`src/rtl/operand_pickup_ctrl.sv`:
```
// Operand pickup sequencer: hides hit operands for a frame-counted cooldown and
// hands each accepted hit to the score unit over a round-robin req/ack handshake.
module operand_pickup_ctrl #(
  parameter int HIDE_FRAMES = 450,
  parameter int CNT_W       = 8
) (
  input  logic             clk,
  input  logic             resetN,
  input  logic             startOfFrame,
  input  logic             gameOn,
  input  logic [1:0]       hitIn,
  input  logic             opAck,
  output logic [1:0]       showOperand,
  output logic             opReq,
  output logic             opSel,
  output logic [CNT_W-1:0] hitCount
);

  localparam int                 TIMER_W   = 10;
  localparam int                 SUM_W     = CNT_W + 2;
  localparam logic [TIMER_W-1:0] HIDE_LOAD = TIMER_W'(HIDE_FRAMES);
  localparam logic [CNT_W-1:0]   CNT_MAX   = '1;

  typedef enum logic {ST_IDLE, ST_REQ} state_t;

  state_t                   state_q, state_d;
  logic [1:0]               show_q, show_d;
  logic [1:0]               pending_q, pending_d;
  logic [1:0][TIMER_W-1:0]  timer_q, timer_d;
  logic                     rr_q, rr_d;
  logic                     req_q, req_d;
  logic                     sel_q, sel_d;
  logic [CNT_W-1:0]         count_q, count_d;
  logic [SUM_W-1:0]         count_sum;
  logic [1:0]               accept;
  logic                     frame_tick;
  logic                     serve_done;
  logic                     grant;

  assign accept     = hitIn & {2{gameOn}} & show_q;
  assign frame_tick = startOfFrame & gameOn;
  assign serve_done = (state_q == ST_REQ) & opAck;
  // With both pending the RR pointer names the index not served last.
  assign grant      = (pending_q == 2'b11) ? rr_q : pending_q[1];

  // An operand only reappears once its cooldown expired and its operation was serviced.
  always_comb begin
    show_d    = show_q;
    pending_d = pending_q;
    timer_d   = timer_q;
    if (serve_done) begin
      pending_d[sel_q] = 1'b0;
    end
    for (int i = 0; i < 2; i++) begin
      if (accept[i]) begin
        show_d[i]    = 1'b0;
        timer_d[i]   = HIDE_LOAD;
        pending_d[i] = 1'b1;
      end else begin
        if (frame_tick && (timer_q[i] != '0)) begin
          timer_d[i] = timer_q[i] - TIMER_W'(1);
        end
        if ((timer_q[i] == '0) && !pending_q[i]) begin
          show_d[i] = 1'b1;
        end
      end
    end
  end

  always_comb begin
    count_sum = SUM_W'(count_q) + SUM_W'(accept[0]) + SUM_W'(accept[1]);
    count_d   = (count_sum > SUM_W'(CNT_MAX)) ? CNT_MAX : count_sum[CNT_W-1:0];
  end

  always_comb begin
    state_d = state_q;
    req_d   = req_q;
    sel_d   = sel_q;
    rr_d    = rr_q;
    case (state_q)
      ST_IDLE: begin
        if (pending_q != 2'b00) begin
          req_d   = 1'b1;
          sel_d   = grant;
          state_d = ST_REQ;
        end
      end
      ST_REQ: begin
        if (opAck) begin
          req_d   = 1'b0;
          rr_d    = ~sel_q;
          state_d = ST_IDLE;
        end
      end
    endcase
  end

  always_ff @(posedge clk) begin
    if (!resetN) begin
      state_q   <= ST_IDLE;
      show_q    <= 2'b11;
      pending_q <= 2'b00;
      timer_q   <= '0;
      rr_q      <= 1'b0;
      req_q     <= 1'b0;
      sel_q     <= 1'b0;
      count_q   <= '0;
    end else begin
      state_q   <= state_d;
      show_q    <= show_d;
      pending_q <= pending_d;
      timer_q   <= timer_d;
      rr_q      <= rr_d;
      req_q     <= req_d;
      sel_q     <= sel_d;
      count_q   <= count_d;
    end
  end

  assign showOperand = show_q;
  assign opReq       = req_q;
  assign opSel       = sel_q;
  assign hitCount    = count_q;

endmodule

```
`config.mk`:
```
export PLATFORM = sky130hd
export DESIGN_NAME = operand_pickup_ctrl
export DESIGN_NICKNAME = d
export VERILOG_FILES = /design/src/rtl/operand_pickup_ctrl.sv
export SDC_FILE = /design/constraint.sdc
export NUM_CORES = 1
export LEC_CHECK = 0
export CAP_MARGIN = 0
export CORE_ASPECT_RATIO = 0.8
export CORE_MARGIN = 2
export CORE_UTILIZATION = 42
export CTS_CLUSTER_SIZE = 10
export DETAILED_ROUTE_END_ITERATION = 16
export PLACE_DENSITY = 0.62
export SLEW_MARGIN = 20
export SYNTH_ARGS = -nofsm -noshare
export SYNTH_HDL_FRONTEND = slang
export SYNTH_SLANG_ARGS = --single-unit
```
`constraint.sdc`:
```
create_clock -name clk -period 1.7 [get_ports clk]
set_input_delay 0.17 -clock clk [delete_from_list [all_inputs] [get_ports clk]]
set_output_delay 0.17 -clock clk [all_outputs]
set_load 0.02 [all_outputs]
```
==> qor.yml <==
status: "completed"
cts-root-buf: "clkbuf_8"
met2_usage_pct: 34.1
p_leak_nw: 0.911
antenna_found_initial: 0
worst_pin_slew_ps: 370
htreeDepth: 2
whs_path_depth: 2
yosys.cell_types.count: 48
async_flop_share_pct: 0
rr_startpoint: "showOperand[0]$_SDFFE_PN1P_"
grt_use_total_pct: 19.9
cts_tree: "built"
netlist_instances: 200
cp_max_fo: 3
drtIter0Drc: 101
synth-edff-count: 0
drive_gt1_share_pct: 26.5
reg2regPathDepth: 8
regToRegSetupSlack_ps: 60
drt-total-wl_microns: 4480
grt_overflow: 0
max_freq_ghz: 0.610
pre_cts_ws_ps: -521
dpl_cell_area_sq_um: 2200
period_share_pct: 96.4
synth_fp_nets: 212
grt_pass1_vias: 1519
seq_area_sq_um: 731
clock_path_buffers: 2
start_util_pct: 44.8
vdd_ir_drop_max_mv: 0.607
hold_violations: 0
dieArea_sq_um: 4670
synth_seq_area_share_pct: 41.4
portBuffers: 18
min_from: "opReq$_SDFFE_PN0P_"
via_per_inst: 5.43
crit_type: "reg2reg"
synth_area_sq_um: 1740
grt_use_met3_pct: 5.72
synth_common_cells: "36 x dfxtp_1, 22 x a21oi_1, 22 x nor2_1, 16 x nand2_1, 15 x nand3_1"
synthFlopType: "dfxtp_1"
hold_path_end: "opReq$_SDFFE_PN0P_"
dp_hpwl_microns: 3280
die_y_microns: 61.6
ys_top_cells_by_area: "dfxtp_1 41%, a21oi_1 6.3%, nor2_1 4.7%"
hp-class: "reg2reg"
num_rows: 20
max_stage_delay_ps: 380
cp.required_ps: 1890
grt_start_max_net_pins: 12
max_slew_margin_pct: 74.7
worst-path-buf-inv: 2
top_usage_layer: "met2"
start_kind: "register"
clk_latency_ps: 290
ys_seq_elements: 36
coreArea_sq_um: 3880
nets: 264
setup_slack_ps: 61.5
slowest_stage: "fa_2"
drv_slew: 0
dr.pass1.iters: 4
grt_setup_unrepaired: "yes"
cap_violations: 0
path_cells: "nand3_4 > inv_4 > fa_2 > ha_4 > buf_4 > a31o_2 > nand2_1 > a21oi_2"
grt.met1_usage_pct: 24.9
timing.rr.end: "hitCount[4]$_SDFF_PN0_"
postRouteAntennaNets: 0
synth_top_area_cell: "dfxtp_1"
grt_pass1_wl_microns: 7120
crit_arrival_ps: 1820
synth_warnings: 0
cp-end-kind: "register"
setup_tns_ps: 0
setup_viol: 0
drc_errors: 0
clkTransAtPathRegs_ps: 70
powerDensity_nw_per_um2: 998
wl_per_cell_microns: 14.6
die_w_microns: 75.9
fin_area_sq_um: 2400
area_delta_synth_final_pct: 38.2
fin_skew_ps: 3.79
hold_slack_ps: 463
antenna_cells: 0
synthDominantCellAreaShare_pct: 41.4
critical_path.top_delay_family: "adder cells"
clock-sinks: 36
yosysMostFrequentCell: "dfxtp_1"
pin_count: 19
avgSynthCellArea_sq_um: 8.70
power_mw: 2.40
cts_made_buffers: 5
gp_congestion: 0.825
fin_crit_ps: 1640
num_vias: 1671
multiInputGateArea_sq_um: 1050
fillers: 342
## through the flow
step,utilization [%],std cells
final,62.0,308
after detailed placement,56.6,294
after floorplan,-,200
after CTS,59.1,302
after global placement,56.6,294
after global routing,62.0,308
## worst min-delay path: cells and delay by family, from the launching register on
kind	cells	cell delay (ps)
DFF	1	320
and+or+nand+nor	1	50
AOI/OAI and AO/OA	1	50
## layout by cell type (no fill, tap or decap), types with 2 or more instances in the layout
cell type,instances
nand3_4,2
nand4_1,4
nand3_1,13
dlygate4sd2_1,3
o21ai_0,8
ha_1,3
nor4_4,3
buf_4,31
nor3b_2,2
dfxtp_2,2
or3_1,3
a31oi_1,3
xnor2_1,6
clkdlybuf4s50_1,15
dfxtp_1,32
o21a_1,3
inv_1,10
dfxtp_4,2
mux2i_1,3
o311a_1,3
a31o_2,3
clkbuf_8,6
nor2_1,22
a21oi_1,20
a21oi_2,2
or4_4,2
nand2_1,16
xor2_1,2
## registers in the layout (all words and copies together), names as in the netlist
register     cells
timer_q         20
hitCount         8
pending_q        2
showOperand      2
opReq            1
opSel            1
rr_q             1
state_q          1
## how the worst max path moves through the flow
| stage | start | end | cells past startpoint |
|---|---|---|---|
| 2_1_floorplan | timer_q[10]$_SDFFE_PP0P_ | timer_q[19]$_SDFFE_PP0P_ | 7 |
| 3_3_place_gp | gameOn | hitCount[5]$_SDFF_PN0_ | 8 |
| 3_5_place_dp | gameOn | hitCount[4]$_SDFF_PN0_ | 8 |
| 4_1_cts | timer_q[10]$_SDFFE_PP0P_ | timer_q[19]$_SDFFE_PP0P_ | 6 |
| 5_1_grt | showOperand[0]$_SDFFE_PN1P_ | hitCount[5]$_SDFF_PN0_ | 9 |
| 6_report | showOperand[0]$_SDFFE_PN1P_ | hitCount[4]$_SDFF_PN0_ | 8 |
## power by group
group	leakage [nW]	switching [mW]	internal [mW]
sequential	0.295	0.0978	0.925
clock	0.0445	0.310	0.329
combinational	0.571	0.358	0.378
## area by class of cell
type,count,share of cell area [%]
Clock buffer,7,3.59
Tap cell,55,2.86
Sequential cell,36,30.4
Clock inverter,1,0.312
Timing Repair Buffer,49,17.0
Multi-Input combinational cell,148,43.8
Inverter,12,1.98
## cell families (layout without fill, tap and decap cells)
logic type,Yosys count,count (layout),share of synthesized area (%)
adder cells (fa/ha/maj),5,5,4.03
buffers and inverters,16,69,3.60
AND/OR/NAND/NOR,79,79,24.5
flip-flops,36,36,41.4
XOR/XNOR,8,8,4.03
multiplexers,3,3,1.73
AO/OA/AOI/OAI,53,53,20.6
## timing repair
action,in CTS,in global routing
setup endpoints to repair,9,12
gates resized for setup,6,13
hold buffers,0,0
setup buffers,0,6
pin swaps,2,10
## metal layers
| layer | vias to the layer above | share of wire (%) | wire length (microns) |
|---|---|---|---|
| li1 | 837 | - | - |
| met1 | 799 | 47 | 2100 |
| met2 | 31 | 48 | 2160 |
| met3 | 4 | 3.9 | 175 |
| met4 | 0 | 1.2 | 55 |
| met5 | - | 0 | 0 |
Note: power is estimated with default switching activity, not from simulation.
